**config.mk**
```make
export PLATFORM = sky130hd
export DESIGN_NAME = inst_fetch_ctrl
export DESIGN_NICKNAME = d
export VERILOG_FILES = /design/src/rtl/inst_fetch_ctrl.sv
export SDC_FILE = /design/constraint.sdc
export NUM_CORES = 1
export LEC_CHECK = 0
export BUFFER_PORTS_ARGS = -buffer_cell sky130_fd_sc_hd__clkbuf_2
export CAP_MARGIN = 20
export CORE_MARGIN = 4
export CORE_UTILIZATION = 43
export CTS_CLUSTER_SIZE = 25
export DETAILED_ROUTE_END_ITERATION = 12
export PLACE_DENSITY = 0.71
export SLEW_MARGIN = 30
export SYNTH_ARGS = -nofsm -noshare
export SYNTH_HDL_FRONTEND = slang
export SYNTH_SLANG_ARGS = --single-unit
```
**constraint.sdc**
```tcl
create_clock -name clock -period 5.7 [get_ports clock]
set_clock_uncertainty 0.05 [all_clocks]
set_input_delay 0.57 -clock clock [delete_from_list [all_inputs] [get_ports clock]]
set_output_delay 0.57 -clock clock [all_outputs]
set_load 0.02 [all_outputs]
```
**src/rtl/inst_fetch_ctrl.sv**
```systemverilog
// Instruction fetch sequencer and ROM port arbiter.
// Owns the fetch PC, shares the single-port instruction ROM with a debug
// read port, and delivers fetched words to decode through a 2-entry queue.
// ROM read data returns one cycle after the address is presented.
module inst_fetch_ctrl #(
    parameter logic [31:0] RESET_PC   = 32'h0000_0000,
    parameter int unsigned ADDR_WIDTH = 8
) (
    input  logic        clock,
    input  logic        reset,
    output logic [31:0] rom_addr,
    input  logic [31:0] rom_data,
    input  logic        redirect_valid,
    input  logic [31:0] redirect_pc,
    output logic        inst_valid,
    input  logic        inst_ready,
    output logic [31:0] inst_data,
    output logic [31:0] inst_pc,
    input  logic        dbg_req,
    input  logic [31:0] dbg_addr,
    output logic        dbg_gnt,
    output logic        dbg_rvalid,
    output logic [31:0] dbg_rdata
);

    typedef enum logic {
        GRANT_FETCH = 1'b0,
        GRANT_DEBUG = 1'b1
    } grant_e;

    typedef struct packed {
        logic [31:0] data;
        logic [31:0] pc;
    } entry_t;

    // Fetch PC and arbitration history
    logic [31:0] pc;
    grant_e      last_grant;

    // Tag describing the ROM read whose data arrives this cycle
    logic        tag_valid;
    grant_e      tag_kind;
    logic [31:0] tag_pc;

    // Shift-style queue: slot0 is the head and drives the decode outputs
    entry_t      slot0;
    entry_t      slot1;
    logic        valid0;
    logic        valid1;

    // Last debug read word, held between debug responses
    logic [31:0] dbg_rdata_q;

    // Per-cycle decisions
    logic        pop;
    logic        push;
    logic        inflight_fetch;
    logic [1:0]  occupancy;
    logic        fetch_ok;
    logic        grant_dbg;
    logic        grant_fetch;
    logic [31:0] issue_addr;
    entry_t      push_entry;

    // Byte-offset bits are always forced to zero on the ROM address
    logic        unused_addr_bits;
    assign unused_addr_bits = ^{issue_addr[1:0], redirect_pc[1:0]};

    // Arbitration, credit check and queue push/pop decisions
    always_comb begin
        // NOTE: every signal of this block is assigned on every pass, so no latch can form.
        pop            = valid0 && inst_ready;
        inflight_fetch = tag_valid && (tag_kind == GRANT_FETCH);
        // A redirect makes the fetch returning this cycle stale: its word is dropped.
        push           = inflight_fetch && !redirect_valid;
        // An entry popped this cycle is gone before the fetch issued now can land,
        // so its slot counts as free; this is what sustains one word per cycle.
        occupancy      = {1'b0, valid0} + {1'b0, valid1} - {1'b0, pop};
        fetch_ok       = !redirect_valid && ((occupancy + {1'b0, inflight_fetch}) < 2'd2);
        // No ROM issue is made while reset is held.
        grant_dbg      = reset && dbg_req && (!fetch_ok || (last_grant == GRANT_FETCH));
        grant_fetch    = reset && fetch_ok && !grant_dbg;
        issue_addr     = grant_dbg ? dbg_addr : pc;
        push_entry.data = rom_data;
        push_entry.pc   = tag_pc;
    end

    // ROM sees a word-aligned byte address; bits above the ROM index pass through
    assign rom_addr = {issue_addr[31:ADDR_WIDTH+2], issue_addr[ADDR_WIDTH+1:2], 2'b00};

    // PC advance/redirect, grant history and in-flight tag
    always_ff @(posedge clock or negedge reset) begin
        if (!reset) begin
            // NOTE: sequential state uses non-blocking assignments only.
            pc         <= {RESET_PC[31:2], 2'b00};
            last_grant <= GRANT_DEBUG;
            tag_valid  <= 1'b0;
            tag_kind   <= GRANT_FETCH;
            tag_pc     <= 32'h0;
        end else begin
            if (redirect_valid) begin
                pc <= {redirect_pc[31:2], 2'b00};
            end else if (grant_fetch) begin
                pc <= pc + 32'd4;
            end
            if (grant_dbg) begin
                last_grant <= GRANT_DEBUG;
            end else if (grant_fetch) begin
                last_grant <= GRANT_FETCH;
            end
            tag_valid <= grant_dbg || grant_fetch;
            tag_kind  <= grant_dbg ? GRANT_DEBUG : GRANT_FETCH;
            tag_pc    <= pc;
        end
    end

    // Two-entry instruction queue with flush on redirect
    always_ff @(posedge clock or negedge reset) begin
        if (!reset) begin
            // NOTE: queue storage is reset because slot0 is the inst_data/inst_pc output register.
            valid0 <= 1'b0;
            valid1 <= 1'b0;
            slot0  <= '0;
            slot1  <= '0;
        end else if (redirect_valid) begin
            // A handshake this cycle still completes; everything else is discarded.
            valid0 <= 1'b0;
            valid1 <= 1'b0;
        end else begin
            case ({push, pop})
                2'b01: begin
                    slot0  <= slot1;
                    valid0 <= valid1;
                    valid1 <= 1'b0;
                end
                2'b10: begin
                    if (!valid0) begin
                        slot0  <= push_entry;
                        valid0 <= 1'b1;
                    end else begin
                        slot1  <= push_entry;
                        valid1 <= 1'b1;
                    end
                end
                2'b11: begin
                    if (valid1) begin
                        slot0 <= slot1;
                        slot1 <= push_entry;
                    end else begin
                        slot0 <= push_entry;
                    end
                end
                default: begin
                end
            endcase
        end
    end

    // Capture debug read data so it stays visible until the next debug response
    always_ff @(posedge clock or negedge reset) begin
        if (!reset) begin
            dbg_rdata_q <= 32'h0;
        end else if (dbg_rvalid) begin
            dbg_rdata_q <= rom_data;
        end
    end

    assign inst_valid = valid0;
    assign inst_data  = slot0.data;
    assign inst_pc    = slot0.pc;
    assign dbg_gnt    = grant_dbg;
    assign dbg_rvalid = tag_valid && (tag_kind == GRANT_DEBUG);
    assign dbg_rdata  = dbg_rvalid ? rom_data : dbg_rdata_q;

endmodule

```
==> impl_results.html, run 1 <==
<table>
<tr><th>Metric</th><th>Value</th></tr>
<tr><th colspan="2">Logic synthesis</th></tr>
<tr><td>Post-synthesis compound-gate area fraction</td><td>0.05469</td></tr>
<tr><td>Gate count after technology mapping</td><td>about 780</td></tr>
<tr><td>Sequential share of the synthesized area</td><td>0.5716</td></tr>
<tr><td>Most used standard cells in the synthesized netlist</td><td>sky130_fd_sc_hd__dfrtp_1, sky130_fd_sc_hd__mux2_2, sky130_fd_sc_hd__nor2_1</td></tr>
<tr><td>Number of enable-type register cells in the synthesized netlist</td><td>0</td></tr>
<tr><td>Simple-gate share of the synthesized area</td><td>0.1006</td></tr>
<tr><td>Post-synth ARST share</td><td>1.000</td></tr>
<tr><td>Top post-synthesis cells by area</td><td>sky130_fd_sc_hd__dfrtp_1, sky130_fd_sc_hd__mux2_2, sky130_fd_sc_hd__mux2i_1</td></tr>
<tr><td>Most numerous cell in the Yosys netlist</td><td>sky130_fd_sc_hd__dfrtp_1</td></tr>
<tr><td>Synthesized-area fraction occupied by xor and xnor cells</td><td>0.02702</td></tr>
<tr><td>Portion of synthesized cell area occupied by the leading cell type</td><td>0.5689</td></tr>
<tr><td>Number of distinct library cells after synthesis</td><td>42</td></tr>
<tr><td>Share of synthesized cell area in full adder, half adder and majority cells</td><td>0.003879</td></tr>
<tr><td>Most used flip-flop cell after synthesis</td><td>sky130_fd_sc_hd__dfrtp_1</td></tr>
<tr><td>Avg Inst Size Synth</td><td>12.45 sq um</td></tr>
<tr><td>Synthesis-stage register bit count</td><td>between 200 and 250</td></tr>
<tr><td>Cell type contributing the most total cell area after synthesis</td><td>sky130_fd_sc_hd__dfrtp_1</td></tr>
<tr><td>Multiplexer area fraction after synthesis</td><td>0.2106</td></tr>
<tr><td>Yosys warnings</td><td>0</td></tr>
<tr><td>Largest family of logic cells by synthesized area</td><td>multiplexers</td></tr>
<tr><td>Synthesized cell area</td><td>between 0.009 and 0.01 sq mm</td></tr>
<tr><th colspan="2">Critical path</th></tr>
<tr><td>Startpoint of the most critical setup path</td><td>inst_valid$_DFFE_PN0P_</td></tr>
<tr><td>Launch instance of the worst register-to-register path</td><td>inst_valid$_DFFE_PN0P_</td></tr>
<tr><td>Cells traversed along the worst timing path</td><td>nand2_1, inv_1, ha_1, inv_1, ha_1, a21oi_2, xnor2_4, buf_4, nor2_1, a21oi_4, buf_4, mux2_2, clkbuf_2</td></tr>
<tr><td>Type of element capturing the critical path</td><td>primary output</td></tr>
<tr><td>Required time worst endpoint</td><td>about 5000 ps</td></tr>
<tr><td>Type of element launching the critical path</td><td>register</td></tr>
<tr><td>Arr. time, crit path</td><td>between 3000 and 4000 ps</td></tr>
<tr><td>Stage delay of the slowest cell on the critical path</td><td>about 440 ps</td></tr>
<tr><td>Start-to-end type of the worst setup path</td><td>register to primary output</td></tr>
<tr><td>Highest-delay cell along the critical path</td><td>sky130_fd_sc_hd__dfrtp_1</td></tr>
<tr><td>Worst-path fanout max</td><td>33</td></tr>
<tr><th colspan="2">Place</th></tr>
<tr><td>Total half-perimeter wirelength after legalization and detailed placement</td><td>about 15000 um</td></tr>
<tr><td>RePlAce Congestion</td><td>0.7688</td></tr>
<tr><td>Number of cells in the design after placement</td><td>about 1.2k</td></tr>
<tr><td>Worst slack at placement</td><td>around 1500 ps</td></tr>
<tr><td>Number of buffers inserted by port buffering</td><td>223</td></tr>
<tr><th colspan="2">Route</th></tr>
<tr><td>Violation count after the first detailed-routing iteration</td><td>approximately 270</td></tr>
<tr><td>Final Routed Wirelength</td><td>roughly 21000 um</td></tr>
<tr><td>Routed length per instance</td><td>~17 um</td></tr>
<tr><td>Routed vias</td><td>about 6.5k</td></tr>
<tr><td>Vias per inst</td><td>a little over 5</td></tr>
<tr><td>DRC violation count after routing</td><td>0</td></tr>
<tr><td>Router iterations before antenna repair</td><td>4</td></tr>
<tr><td>Antenna-violating nets left</td><td>0</td></tr>
<tr><th colspan="2">Finish</th></tr>
<tr><td>Inserted Diodes</td><td>0</td></tr>
<tr><td>Filler instances</td><td>a little under 2k</td></tr>
<tr><td>Storage element area</td><td>0.005532 sq mm</td></tr>
<tr><td>Multi-input gate area in the final layout</td><td>between 0.003 and 0.004 sq mm</td></tr>
<tr><td>Number of standard cells in the final layout excluding fillers</td><td>1285</td></tr>
<tr><td>Layout Nets</td><td>around 1.1k</td></tr>
<tr><td>Area growth, synth to finish</td><td>21.27%</td></tr>
<tr><td>Fraction of final layout cells with drive strength greater than 1</td><td>0.4119</td></tr>
<tr><th colspan="2">Global routing</th></tr>
<tr><td>Overflow left after global routing</td><td>0</td></tr>
<tr><td>Global-route wire length before repair</td><td>33950 um</td></tr>
<tr><td>Via count of the first global-routing pass</td><td>6639</td></tr>
<tr><td>Global-route total usage across every layer</td><td>0.1666</td></tr>
<tr><td>Antenna violations before repair</td><td>1</td></tr>
<tr><td>Pin count of the biggest net entering global routing</td><td>approximately 100</td></tr>
<tr><th colspan="2">Timing</th></tr>
<tr><td>Post-layout worst setup margin</td><td>about 1200 ps</td></tr>
<tr><td>Worst slew pin tran</td><td>825.8 ps</td></tr>
<tr><td>Achievable Freq</td><td>roughly 220 MHz</td></tr>
<tr><td>Final clock period utilization by the worst path</td><td>0.7899</td></tr>
<tr><td>Setup total negative slack</td><td>0 ps</td></tr>
<tr><td>Min Hold Slack</td><td>just over 50 ps</td></tr>
<tr><td>Relative slew slack</td><td>0.4494</td></tr>
<tr><td>Shortest period the worst path allows</td><td>about 4500 ps</td></tr>
<tr><td>Setup violators final</td><td>0</td></tr>
<tr><td>Setup repair after global routing missed its margin</td><td>no</td></tr>
<tr><td>Number of max-slew violations in the final report</td><td>0</td></tr>
<tr><td>Hold Fails Final Rpt</td><td>0</td></tr>
<tr><th colspan="2">Floorplanning</th></tr>
<tr><td>Starting Density</td><td>0.4407</td></tr>
<tr><td>Placement row count</td><td>54</td></tr>
<tr><td>Core area</td><td>0.02196 sq mm</td></tr>
<tr><td>Floorplan die width</td><td>approximately 160 um</td></tr>
<tr><td>Boundary pin count</td><td>about 230</td></tr>
<tr><td>Die Area</td><td>approximately 0.025 sq mm</td></tr>
<tr><td>Die height</td><td>roughly 160 um</td></tr>
<tr><th colspan="2">Hold path</th></tr>
<tr><td>Path class of the lowest-slack min-delay path</td><td>input port to async pin</td></tr>
<tr><th colspan="2">Clock tree</th></tr>
<tr><td>Clock tree from TritonCTS</td><td>built</td></tr>
<tr><td>Number of hold-repair buffers added at the cts stage</td><td>0</td></tr>
<tr><td>Number of buffers created by CTS</td><td>25</td></tr>
<tr><td>Clock buffer depth</td><td>3</td></tr>
<tr><td>H-tree depth reported by CTS</td><td>1</td></tr>
<tr><td>Gates resized, CTS repair</td><td>0</td></tr>
<tr><td>Clock sink total</td><td>about 220</td></tr>
<tr><td>Insertion delay of the later-clocked pin in the worst-skew pair</td><td>roughly 500 ps</td></tr>
<tr><td>Clock slew seen by the registers of the worst setup and hold paths</td><td>~60 ps</td></tr>
<tr><td>Post-CTS repair timing setup buffer count</td><td>0</td></tr>
<tr><td>Clock root buffer master</td><td>sky130_fd_sc_hd__clkbuf_16</td></tr>
<tr><th colspan="2">Run</th></tr>
<tr><td>Number of max-cap violations</td><td>0</td></tr>
<tr><th colspan="2">Power and ir drop</th></tr>
<tr><td>Leak Pwr</td><td>between 5 and 6 nW</td></tr>
<tr><td>Largest voltage drop on the vdd net</td><td>between 0.00015 and 0.0002 V</td></tr>
<tr><td>Areal power density over the cells</td><td>397.6 mW/mm^2</td></tr>
<tr><th colspan="2">Outcome</th></tr>
<tr><td>Status</td><td>completed</td></tr>
</table>
==> logic make-up after synthesis <==
group	count (synthesis)
adder cells (fa/ha/maj)	3
multiplexers	188
AO/OA/AOI/OAI	102
AND/OR/NAND/NOR	173
flip-flops	221
other	1
XOR/XNOR	29
buffers and inverters	60
==> final timing paths <==
| kind | end | slack [ps] | depth (start not counted) |
|---|---|---|---|
| worst max-delay path | rom_addr[27] | 1200 | 13 |
| worst min-delay path | slot1[7]$_DFFE_PN0P_ | 50 | 1 |
| worst max register to register | last_grant$_DFFE_PN1P_ | 2600 | 12 |
| worst min register to register | tag_pc[31]$_DFF_PN0_ | 400 | 0 |
| max in group asynchronous | dbg_rdata_q[5]$_DFF_PN0_ | 4180 | 2 |
| min in group clock | pc[3]$_DFFE_PN0P_ | 220 | 3 |
==> where the power goes <==
group,switching [W],internal (W)
Combinational,0.000693,0.000465
Sequential,0.000181,0.00191
Clock,0.000586,0.000831
==> routing by layer <==
| metal | vias up | part of all wire | global-route usage |
|---|---|---|---|
| met3 | 31 | 0.052 | 0.03007 |
| li1 | 3160 | - | - |
| met4 | 2 | 0.020 | 0.04062 |
| met1 | 3140 | 0.46 | 0.2283 |
| met5 | - | 0.00061 | 0 |
| met2 | 171 | 0.47 | 0.2775 |
==> cell usage in the layout (no fill, tap or decap), types with 12 or more instances in the layout <==
master / netlist / routed
sky130_fd_sc_hd__nand3_1: 12 / 12
sky130_fd_sc_hd__xnor2_1: 26 / 26
sky130_fd_sc_hd__clkbuf_16: 0 / 25
sky130_fd_sc_hd__a21oi_1: 66 / 66
sky130_fd_sc_hd__nor2_1: 69 / 68
sky130_fd_sc_hd__dfrtp_1: 220 / 220
sky130_fd_sc_hd__o21ai_0: 15 / 14
sky130_fd_sc_hd__mux2_2: 121 / 121
sky130_fd_sc_hd__clkbuf_2: 0 / 222
sky130_fd_sc_hd__mux2i_1: 63 / 63
sky130_fd_sc_hd__nand2_1: 38 / 38
sky130_fd_sc_hd__o21ai_1: 15 / 15
==> state kept, by name (all words and copies together), names as in the netlist <==
name	cells
tag_pc	30
inst_data	32
valid1	1
tag_kind	1
slot1	62
dbg_rdata_q	32
inst_pc	30
tag_valid	1
last_grant	1
pc	30
inst_valid	1
==> cell type report <==
type	count	share of cell area
repair buffers	234	0.1030
clock buffers	37	0.05885
well taps	280	0.02985
flip-flops and latches	221	0.4714
inverters	8	0.002559
clock inverters	6	0.002559
multi-input cells	499	0.3318
==> per-stage QoR <==
| stage | instance area, sq um | total power [W] | utilization |
|---|---|---|---|
| finish | 11740 | 0.004666 | 0.5344 |
| global route | 11740 | 0.004934 | 0.5344 |
| CTS | 11740 | 0.004738 | 0.5344 |
| detailed placement | 11010 | 0.003295 | 0.5016 |
| global placement | 11010 | 0.003253 | 0.5016 |
| floorplan | 9688 | 0.002853 | - |
==> worst max-delay path: cells and delay by family (launching register included) <==
kind                     cells  cell delay [ps]
AND/OR/NAND/NOR              2              350
buffers and inverters        5             1080
flip-flops                   1              440
AO/OA/AOI/OAI                2              400
XOR/XNOR                     1              140
multiplexers                 1              400
adder cells (fa/ha/maj)      2              540
No activity file was read; power rests on OpenSTA's default activity.
==> inputs of run 2 (changes only) <==
--- a/config.mk
+++ b/config.mk
@@ -5,6 +5,7 @@
 export SDC_FILE = /design/constraint.sdc
 export NUM_CORES = 1
 export LEC_CHECK = 0
+export ABC_AREA = 1
 export BUFFER_PORTS_ARGS = -buffer_cell sky130_fd_sc_hd__clkbuf_2
 export CAP_MARGIN = 20
 export CORE_MARGIN = 4
==> constraint.sdc (replaced) <==
create_clock -name clock -period 4.5 [get_ports clock]
set_clock_uncertainty 0.05 [all_clocks]
set_input_delay 0.45 -clock clock [delete_from_list [all_inputs] [get_ports clock]]
set_output_delay 0.45 -clock clock [all_outputs]
set_load 0.02 [all_outputs]
==> impl_results.html, run 2 <==
<table>
<tr><th>Metric</th><th>Value</th></tr>
<tr><th colspan="2">Finish</th></tr>
<tr><td>Inserted Diodes</td><td>0 (unchanged)</td></tr>
<tr><td>Highest-count cells in the layout ignoring fill and taps</td><td>sky130_fd_sc_hd__nand2_1, sky130_fd_sc_hd__clkbuf_2, sky130_fd_sc_hd__dfrtp_1</td></tr>
<tr><td>Layout Nets</td><td>1552 (+42%)</td></tr>
<tr><td>Leading cell type in the layout, fill and taps excluded</td><td>sky130_fd_sc_hd__nand2_1</td></tr>
<tr><td>Biggest register</td><td>slot1</td></tr>
<tr><td>Flip-flop count of the largest register, all copies and words added</td><td>62 (unchanged)</td></tr>
<tr><td>Area growth, synth to finish</td><td>21.64%</td></tr>
<tr><td>Final core area utilization</td><td>0.5335 (-0.0008810)</td></tr>
<tr><td>Fraction of final layout cells with drive strength greater than 1</td><td>0.1944 (-0.2175)</td></tr>
<tr><td>Finished layout cell area</td><td>0.01215 sq mm (+3.6%)</td></tr>
<tr><td>Number of standard cells in the final layout excluding fillers</td><td>1779 (+38%)</td></tr>
<tr><th colspan="2">Power and ir drop</th></tr>
<tr><td>Part of the power in the clock network</td><td>0.294 (-0.010)</td></tr>
<tr><td>Int Power</td><td>0.004473 W (+40%)</td></tr>
<tr><td>Proportion of power drawn by combinational gates</td><td>0.275 (+0.027)</td></tr>
<tr><td>Leak Pwr</td><td>6.188 nW (+6.7%)</td></tr>
<tr><td>Switching power summed over all nets</td><td>0.002385 W (+63%)</td></tr>
<tr><td>Part of the power in registers</td><td>0.431 (-0.017)</td></tr>
<tr><td>Largest voltage drop on the vdd net</td><td>0.0002355 V (+19%)</td></tr>
<tr><td>Switching Share</td><td>0.3478 (+0.03498)</td></tr>
<tr><td>Areal power density over the cells</td><td>564.4 mW/mm^2 (+42%)</td></tr>
<tr><th colspan="2">Place</th></tr>
<tr><td>Number of buffers inserted by port buffering</td><td>223 (unchanged)</td></tr>
<tr><td>Total half-perimeter wirelength after legalization and detailed placement</td><td>17450 um (+20%)</td></tr>
<tr><td>Area post-placement</td><td>0.01131 sq mm (+2.7%)</td></tr>
<tr><td>RePlAce Congestion</td><td>0.8658 (+13%)</td></tr>
<tr><td>Number of cells in the design after placement</td><td>1733 (+40%)</td></tr>
<tr><th colspan="2">Timing</th></tr>
<tr><td>Setup repair after global routing missed its margin</td><td>no</td></tr>
<tr><td>Worst slew pin tran</td><td>809.1 ps (-16.72 ps)</td></tr>
<tr><td>Setup total negative slack</td><td>0 ps (unchanged)</td></tr>
<tr><td>Setup violators final</td><td>0 (unchanged)</td></tr>
<tr><td>Achievable Freq</td><td>253.4 MHz</td></tr>
<tr><td>Number of max-slew violations in the final report</td><td>0 (unchanged)</td></tr>
<tr><td>Min Hold Slack</td><td>113.0 ps (+61.70 ps)</td></tr>
<tr><td>Hold Fails Final Rpt</td><td>0 (unchanged)</td></tr>
<tr><td>Final clock period utilization by the worst path</td><td>0.8769</td></tr>
<tr><td>Shortest period the worst path allows</td><td>roughly 3900 ps</td></tr>
<tr><td>Relative slew slack</td><td>0.4585 (+0.009102)</td></tr>
<tr><th colspan="2">Logic synthesis</th></tr>
<tr><td>Yosys warnings</td><td>0 (unchanged)</td></tr>
<tr><td>Synthesis-stage register bit count</td><td>221 (unchanged)</td></tr>
<tr><td>Sequential share of the synthesized area</td><td>0.5537 (-0.01797)</td></tr>
<tr><td>Most used flip-flop cell after synthesis</td><td>sky130_fd_sc_hd__dfrtp_1</td></tr>
<tr><td>Most used standard cells in the synthesized netlist</td><td>sky130_fd_sc_hd__nand2_1, sky130_fd_sc_hd__dfrtp_1, sky130_fd_sc_hd__o21ai_0</td></tr>
<tr><td>Cell type contributing the most total cell area after synthesis</td><td>sky130_fd_sc_hd__dfrtp_1</td></tr>
<tr><td>Synthesized cell area</td><td>0.009991 sq mm (+3.2%)</td></tr>
<tr><td>Post-synth ARST share</td><td>1.000 (unchanged)</td></tr>
<tr><td>Avg Inst Size Synth</td><td>7.986 sq um (-36%)</td></tr>
<tr><td>Top post-synthesis cells by area</td><td>sky130_fd_sc_hd__dfrtp_1, sky130_fd_sc_hd__nand2_1, sky130_fd_sc_hd__o21ai_0</td></tr>
<tr><td>Number of distinct library cells after synthesis</td><td>30 (-29%)</td></tr>
<tr><td>Portion of synthesized cell area occupied by the leading cell type</td><td>0.5510 (-0.01788)</td></tr>
<tr><td>Most numerous cell in the Yosys netlist</td><td>sky130_fd_sc_hd__nand2_1</td></tr>
<tr><td>Gate count after technology mapping</td><td>1251 (+61%)</td></tr>
<tr><td>Number of enable-type register cells in the synthesized netlist</td><td>0 (unchanged)</td></tr>
<tr><th colspan="2">Route</th></tr>
<tr><td>Router iterations before antenna repair</td><td>5 (+1)</td></tr>
<tr><td>Final Routed Wirelength</td><td>24970 um (+18%)</td></tr>
<tr><td>Violation count after the first detailed-routing iteration</td><td>616 (+130%)</td></tr>
<tr><td>Routed vias</td><td>8679 (+33%)</td></tr>
<tr><td>Vias per inst</td><td>4.879 (-3.6%)</td></tr>
<tr><td>Routed length per instance</td><td>14.04 um (-15%)</td></tr>
<tr><td>DRC violation count after routing</td><td>0 (unchanged)</td></tr>
<tr><td>Antenna-violating nets left</td><td>0 (unchanged)</td></tr>
<tr><th colspan="2">Clock tree</th></tr>
<tr><td>Number of hold-repair buffers added at the cts stage</td><td>1 (+1)</td></tr>
<tr><td>Clock buffer depth</td><td>3 (unchanged)</td></tr>
<tr><td>Gates resized, CTS repair</td><td>0 (unchanged)</td></tr>
<tr><td>Clock tree from TritonCTS</td><td>built</td></tr>
<tr><td>H-tree depth reported by CTS</td><td>1 (unchanged)</td></tr>
<tr><td>Post-CTS repair timing setup buffer count</td><td>0 (unchanged)</td></tr>
<tr><td>Number of buffers created by CTS</td><td>25 (unchanged)</td></tr>
<tr><td>Clock root buffer master</td><td>sky130_fd_sc_hd__clkbuf_16</td></tr>
<tr><td>Clock slew seen by the registers of the worst setup and hold paths</td><td>60 ps (about the same)</td></tr>
<tr><td>Clock sink total</td><td>221 (unchanged)</td></tr>
<tr><td>Insertion delay of the later-clocked pin in the worst-skew pair</td><td>510 ps (about the same)</td></tr>
<tr><th colspan="2">Critical path</th></tr>
<tr><td>Arr. time, crit path</td><td>3450 ps (-430 ps)</td></tr>
<tr><td>Number of buffers and inverters on the critical path</td><td>4 (-1)</td></tr>
<tr><td>Cells traversed along the worst timing path</td><td>nand2_1, inv_1, ha_1, inv_1, ha_1, nand2_1, nand3_1, nand4_1, nand2_2, inv_2, nand2_1, o21ai_0, clkbuf_2</td></tr>
<tr><td>Worst-path fanout max</td><td>61 (+85%)</td></tr>
<tr><td>Start-to-end type of the worst setup path</td><td>register to primary output</td></tr>
<tr><td>Reg2Reg Depth</td><td>16 (+4)</td></tr>
<tr><td>Type of element launching the critical path</td><td>register</td></tr>
<tr><td>WP depth</td><td>13 (unchanged)</td></tr>
<tr><td>Required time worst endpoint</td><td>4000 ps (-1080 ps)</td></tr>
<tr><td>Most used cell along the critical path</td><td>sky130_fd_sc_hd__nand2_1</td></tr>
<tr><td>Highest-delay cell along the critical path</td><td>sky130_fd_sc_hd__inv_2</td></tr>
<tr><td>Family of cells with the greatest summed delay on the critical path</td><td>buffers and inverters</td></tr>
<tr><td>Type of element capturing the critical path</td><td>primary output</td></tr>
<tr><td>Stage delay of the slowest cell on the critical path</td><td>590 ps (+150 ps)</td></tr>
<tr><th colspan="2">Global routing</th></tr>
<tr><td>Global-route total usage across every layer</td><td>0.1897 (+0.02314)</td></tr>
<tr><td>Via count of the first global-routing pass</td><td>7958 (+20%)</td></tr>
<tr><td>Pin count of the biggest net entering global routing</td><td>125 (+23%)</td></tr>
<tr><td>Overflow left after global routing</td><td>0 (unchanged)</td></tr>
<tr><td>Global-route wire length before repair</td><td>40970 um (+21%)</td></tr>
<tr><td>Antenna violations before repair</td><td>0 (-1)</td></tr>
<tr><th colspan="2">Floorplanning</th></tr>
<tr><td>Boundary pin count</td><td>232 (unchanged)</td></tr>
<tr><td>Floorplan die width</td><td>160.4 um (+1.5%)</td></tr>
<tr><td>Die Area</td><td>0.02574 sq mm (+3.1%)</td></tr>
<tr><td>Starting Density</td><td>0.4386 (-0.002068)</td></tr>
<tr><td>Core area</td><td>0.02278 sq mm (+3.7%)</td></tr>
<tr><td>Placement row count</td><td>55 (+1.9%)</td></tr>
<tr><td>Die height</td><td>160.4 um (+1.5%)</td></tr>
<tr><th colspan="2">Run</th></tr>
<tr><td>Number of max-cap violations</td><td>0 (unchanged)</td></tr>
<tr><th colspan="2">Outcome</th></tr>
<tr><td>Status</td><td>completed</td></tr>
<tr><th colspan="2">Hold path</th></tr>
<tr><td>Path class of the lowest-slack min-delay path</td><td>input port to register</td></tr>
<tr><td>Cell depth of the worst hold path</td><td>3</td></tr>
</table>
[run 2: power groups by stage]
stage	Sequential [W]	Clock, W	Combinational, W
2_1_floorplan	0.00320	0	0.000963
3_3_place_gp	0.00296	0	0.00187
3_5_place_dp	0.00299	0	0.00190
4_1_cts	0.00296	0.00207	0.00191
5_1_grt	0.00304	0.00216	0.00211
6_report	0.00296	0.00201	0.00189
[run 2: worst paths after layout]
path | start | to | slack, ps
setup / recovery | inst_valid$_DFFE_PN0P_ | rom_addr[19] | 550
hold / removal | redirect_pc[28] | pc[28]$_DFFE_PN0P_ | 110
setup reg to reg | inst_valid$_DFFE_PN0P_ | pc[19]$_DFFE_PN0P_ | 1350
hold reg to reg | pc[31]$_DFFE_PN0P_ | tag_pc[31]$_DFF_PN0_ | 380
max in group asynchronous | reset | inst_pc[28]$_DFFE_PN0P_ | 2260
min in group asynchronous | reset | dbg_rdata_q[24]$_DFF_PN0_ | 360
[run 2: cell type report]
cell class / instances / area (sq um)
timing repair buffer: 235 / 1226
clock inverter: 8 / 96.34
tap: 313 / 391.6
clock buffer: 37 / 730.7
sequential: 221 / 5532
fill: 2140 / 10630
multi-input combinational: 849 / 3741
inverter: 116 / 435.4
[run 2: per-layer routing]
| layer | vias up | track usage | share of wire |
|---|---|---|---|
| met1 | 3976 | 0.2870 | 0.48 |
| met5 | - | 0 | 0 |
| met2 | 290 | 0.2918 | 0.44 |
| li1 | 4383 | - | - |
| met4 | 0 | 0.04067 | 0.017 |
| met3 | 30 | 0.02797 | 0.057 |
[run 2: through the flow]
| stage | setup slack [ps] | total power [W] |
|---|---|---|
| 4_1_cts | 531.8 | 0.006941 |
| 5_1_grt | 173.2 | 0.007316 |
| 3_3_place_gp | 1166 | 0.004828 |
| 6_report | 553.7 | 0.006859 |
| 3_5_place_dp | 1062 | 0.004893 |
| 2_1_floorplan | 1426 | 0.004163 |
[run 2: worst register-to-register path, cell delays in order (launching register included)]
cell                      delay, ps
sky130_fd_sc_hd__dfrtp_1        460
sky130_fd_sc_hd__nand2_1        290
sky130_fd_sc_hd__inv_1          130
sky130_fd_sc_hd__ha_1           290
sky130_fd_sc_hd__inv_1           40
sky130_fd_sc_hd__ha_1           260
sky130_fd_sc_hd__nand2_1         90
sky130_fd_sc_hd__nand2_1         50
sky130_fd_sc_hd__nand2_1         70
sky130_fd_sc_hd__nand4_1        150
sky130_fd_sc_hd__inv_1          150
sky130_fd_sc_hd__nand2_4         90
sky130_fd_sc_hd__nand2_1         60
sky130_fd_sc_hd__buf_4          350
sky130_fd_sc_hd__inv_1          340
sky130_fd_sc_hd__nand2_1        130
sky130_fd_sc_hd__nand2_1         50
[run 2: logic make-up after synthesis]
kind of cell / count (synthesis) / synth area share
buffers and inverters: 184 / 0.07614
XOR/XNOR: 1 / 0.0008768
AO/OA/AOI/OAI: 292 / 0.1485
adder cells (fa/ha/maj): 3 / 0.003757
flip-flops: 221 / 0.5537
other: 1 / 0.0003753
AND/OR/NAND/NOR: 549 / 0.2167
==> inputs of run 3 (changes only) <==
--- a/config.mk
+++ b/config.mk
@@ -12,8 +12,7 @@
 export CORE_UTILIZATION = 43
 export CTS_CLUSTER_SIZE = 25
 export DETAILED_ROUTE_END_ITERATION = 12
-export PLACE_DENSITY = 0.71
-export SLEW_MARGIN = 30
+export PLACE_DENSITY = 0.68
 export SYNTH_ARGS = -nofsm -noshare
 export SYNTH_HDL_FRONTEND = slang
 export SYNTH_SLANG_ARGS = --single-unit
==> impl_results.html, run 3 (synthesis results as in run 2) <==
<table>
<tr><th>Metric</th><th>Value</th></tr>
<tr><th colspan="2">Finish</th></tr>
<tr><td>Inserted Diodes</td><td>0 (unchanged)</td></tr>
<tr><td>Leading cell type in the layout, fill and taps excluded</td><td>sky130_fd_sc_hd__nand2_1</td></tr>
<tr><td>Flip-flop count of the largest register, all copies and words added</td><td>62 (unchanged)</td></tr>
<tr><td>Biggest register</td><td>slot1</td></tr>
<tr><td>Filler instances</td><td>2195 (+2.6%)</td></tr>
<tr><td>Area growth, synth to finish</td><td>21.99%</td></tr>
<tr><td>Fraction of final layout cells with drive strength greater than 1</td><td>0.1952 (+0.0008153)</td></tr>
<tr><td>Highest-count cells in the layout ignoring fill and taps</td><td>sky130_fd_sc_hd__nand2_1, sky130_fd_sc_hd__clkbuf_2, sky130_fd_sc_hd__dfrtp_1</td></tr>
<tr><td>Layout Nets</td><td>1551 (-0.064%)</td></tr>
<tr><th colspan="2">Power and ir drop</th></tr>
<tr><td>Proportion of power drawn by combinational gates</td><td>0.275 (about the same)</td></tr>
<tr><td>Largest voltage drop on the vdd net</td><td>0.0002393 V (+1.6%)</td></tr>
<tr><td>Total Power</td><td>0.006878 W (+0.29%)</td></tr>
<tr><td>Areal power density over the cells</td><td>564.4 mW/mm^2 (about the same)</td></tr>
<tr><td>Part of the power in registers</td><td>0.431 (about the same)</td></tr>
<tr><td>Switching Share</td><td>0.3488 (+0.001002)</td></tr>
<tr><td>Switching power summed over all nets</td><td>0.002399 W (+0.58%)</td></tr>
<tr><td>Part of the power in the clock network</td><td>0.294 (about the same)</td></tr>
<tr><td>Int Power</td><td>0.004479 W (+0.13%)</td></tr>
<tr><td>Leak Pwr</td><td>6.193 nW (about the same)</td></tr>
<tr><th colspan="2">Place</th></tr>
<tr><td>Total half-perimeter wirelength after legalization and detailed placement</td><td>17290 um (-0.91%)</td></tr>
<tr><td>Number of buffers inserted by port buffering</td><td>223 (unchanged)</td></tr>
<tr><td>RePlAce Congestion</td><td>0.8663 (about the same)</td></tr>
<tr><th colspan="2">Route</th></tr>
<tr><td>Routed length per instance</td><td>13.98 um (-0.43%)</td></tr>
<tr><td>DRC violation count after routing</td><td>0 (unchanged)</td></tr>
<tr><td>Antenna-violating nets left</td><td>0 (unchanged)</td></tr>
<tr><td>Top Metal Used</td><td>met4</td></tr>
<tr><td>Sum of routed wire segments on met1</td><td>11850 um (-1.9%)</td></tr>
<tr><td>Final Routed Wirelength</td><td>24850 um (-0.48%)</td></tr>
<tr><td>Wire length on met2</td><td>10710 um (-2.9%)</td></tr>
<tr><td>Met3 WL post-DR</td><td>1626 um (+14%)</td></tr>
<tr><td>Vias per inst</td><td>4.844 (-0.70%)</td></tr>
<tr><td>Router iterations before antenna repair</td><td>5 (unchanged)</td></tr>
<tr><td>Violation count after the first detailed-routing iteration</td><td>643 (+4.4%)</td></tr>
<tr><td>Routed vias</td><td>8613 (-0.76%)</td></tr>
<tr><th colspan="2">Global routing</th></tr>
<tr><td>Global-route total usage across every layer</td><td>0.1903 (+0.0006141)</td></tr>
<tr><td>Pin count of the biggest net entering global routing</td><td>171 (+37%)</td></tr>
<tr><td>Overflow left after global routing</td><td>0 (unchanged)</td></tr>
<tr><td>Antenna violations before repair</td><td>0 (unchanged)</td></tr>
<tr><td>Via count of the first global-routing pass</td><td>8348 (+4.9%)</td></tr>
<tr><td>Global-route wire length before repair</td><td>41390 um (+1.0%)</td></tr>
<tr><th colspan="2">Timing</th></tr>
<tr><td>Achievable Freq</td><td>256.6 MHz (+1.3%)</td></tr>
<tr><td>Hold Fails Final Rpt</td><td>0 (unchanged)</td></tr>
<tr><td>Worst slew pin tran</td><td>1014 ps (+204.7 ps)</td></tr>
<tr><td>Relative slew slack</td><td>0.3216 (-0.1370)</td></tr>
<tr><td>Setup total negative slack</td><td>0 ps (unchanged)</td></tr>
<tr><td>Setup violators final</td><td>0 (unchanged)</td></tr>
<tr><td>Setup repair after global routing missed its margin</td><td>no</td></tr>
<tr><td>Number of max-slew violations in the final report</td><td>0 (unchanged)</td></tr>
<tr><td>Final clock period utilization by the worst path</td><td>0.8660 (-0.01091)</td></tr>
<tr><td>Shortest period the worst path allows</td><td>3897 ps (-49.10 ps)</td></tr>
<tr><th colspan="2">Hold path</th></tr>
<tr><td>Path class of the lowest-slack min-delay path</td><td>input port to register</td></tr>
<tr><th colspan="2">Clock tree</th></tr>
<tr><td>Clock slew seen by the registers of the worst setup and hold paths</td><td>60 ps (about the same)</td></tr>
<tr><td>Clock root buffer master</td><td>sky130_fd_sc_hd__clkbuf_16</td></tr>
<tr><td>Gates resized, CTS repair</td><td>0 (unchanged)</td></tr>
<tr><td>Number of buffers created by CTS</td><td>25 (unchanged)</td></tr>
<tr><td>H-tree depth reported by CTS</td><td>1 (unchanged)</td></tr>
<tr><td>Clock sink total</td><td>221 (unchanged)</td></tr>
<tr><td>Clock buffer depth</td><td>3 (unchanged)</td></tr>
<tr><td>Insertion delay of the later-clocked pin in the worst-skew pair</td><td>510 ps (about the same)</td></tr>
<tr><td>Clock tree from TritonCTS</td><td>built</td></tr>
<tr><th colspan="2">Outcome</th></tr>
<tr><td>Status</td><td>completed</td></tr>
<tr><th colspan="2">Floorplanning</th></tr>
<tr><td>Core area</td><td>0.02278 sq mm (unchanged)</td></tr>
<tr><td>Floorplan die width</td><td>160.4 um (unchanged)</td></tr>
<tr><td>Placement row count</td><td>55 (unchanged)</td></tr>
<tr><td>Starting Density</td><td>0.4386 (unchanged)</td></tr>
<tr><td>Boundary pin count</td><td>232 (unchanged)</td></tr>
<tr><td>Die height</td><td>160.4 um (unchanged)</td></tr>
<tr><td>Die Area</td><td>0.02574 sq mm (unchanged)</td></tr>
<tr><th colspan="2">Critical path</th></tr>
<tr><td>Highest-delay cell along the critical path</td><td>sky130_fd_sc_hd__inv_2</td></tr>
<tr><td>Start-to-end type of the worst setup path</td><td>register to primary output</td></tr>
<tr><td>Worst-path fanout max</td><td>61 (unchanged)</td></tr>
<tr><td>Type of element capturing the critical path</td><td>primary output</td></tr>
<tr><td>Stage delay of the slowest cell on the critical path</td><td>560 ps (-30 ps)</td></tr>
<tr><td>Most used cell along the critical path</td><td>sky130_fd_sc_hd__nand2_1</td></tr>
<tr><td>Type of element launching the critical path</td><td>register</td></tr>
<tr><td>Arr. time, crit path</td><td>3400 ps (-50 ps)</td></tr>
<tr><td>Cells traversed along the worst timing path</td><td>nand2_1, inv_1, ha_1, inv_1, ha_1, nand2_1, nand3_1, nand4_1, nand2_2, inv_2, nand2_1, o21ai_0, clkbuf_2</td></tr>
<tr><td>Required time worst endpoint</td><td>4000 ps (about the same)</td></tr>
<tr><th colspan="2">Run</th></tr>
<tr><td>Number of max-cap violations</td><td>0 (unchanged)</td></tr>
</table>
## run 3: path summary, 6_finish.rpt
path | start | to | slack [ps] | depth (start not counted)
max | inst_valid$_DFFE_PN0P_ | rom_addr[2] | 600 | 13
min | redirect_pc[26] | pc[26]$_DFFE_PN0P_ | 120 | 3
max reg2reg | inst_valid$_DFFE_PN0P_ | pc[9]$_DFFE_PN0P_ | 1180 | 15
min reg2reg | pc[31]$_DFFE_PN0P_ | tag_pc[31]$_DFF_PN0_ | 400 | 0
max in group asynchronous | reset | slot1[53]$_DFFE_PN0P_ | 2720 | 3
min in group asynchronous | reset | inst_pc[12]$_DFFE_PN0P_ | 420 | 2
## run 3: final cells by class
type,instances,area [sq um],share of cell area
clock buffer,35,723.2,0.05934
clock inverter,10,108.9,0.008931
inverter,116,435.4,0.03573
multi-input combinational,849,3736,0.3065
sequential,221,5532,0.4539
tap,313,391.6,0.03213
timing repair buffer,234,1261,0.1035
## run 3: stage by stage
stage / utilization / hold slack [ps] / worst slack (ps) / cell area (sq um) / cells
floorplan: - / 104.4 / 1426 / 10000 / 1254
global placement: 0.4972 / 351.1 / 1160 / 11330 / 1731
detailed placement: 0.4972 / 352.9 / 1063 / 11330 / 1731
CTS: 0.5342 / 99.72 / 561.3 / 12170 / 1777
global route: 0.5351 / 106.2 / 263.6 / 12190 / 1778
finish: 0.5351 / 117.0 / 602.8 / 12190 / 1778
## run 3: critical path, delay by kind of cell (launching register included)
family | cells | cell delay [ps]
flip-flops | 1 | 460
adder cells (fa/ha/maj) | 2 | 550
buffers and inverters | 4 | 950
AND/OR/NAND/NOR | 6 | 790
AO/OA/AOI/OAI | 1 | 110
## run 3: repair_timing
action / 4_1_cts / 5_1_grt
buffers inserted: 0 / 0
hold buffers: 1 / 0
hold endpoints to repair: 50 / 0
## run 3: routing by layer
metal / global-route usage / vias to the layer above
met5: 0 / -
li1: - / 4375
met3: 0.03285 / 47
met4: 0.05514 / 0
met1: 0.2773 / 3899
met2: 0.2941 / 292
## run 3: power groups by stage
| stage | clock network (W) | registers [W] | logic [W] |
|---|---|---|---|
| finish | 0.00202 | 0.00296 | 0.00189 |
| global placement | 0 | 0.00296 | 0.00187 |
| CTS | 0.00208 | 0.00296 | 0.00191 |
| global route | 0.00217 | 0.00304 | 0.00212 |
| floorplan | 0 | 0.00320 | 0.000963 |
| detailed placement | 0 | 0.00300 | 0.00190 |
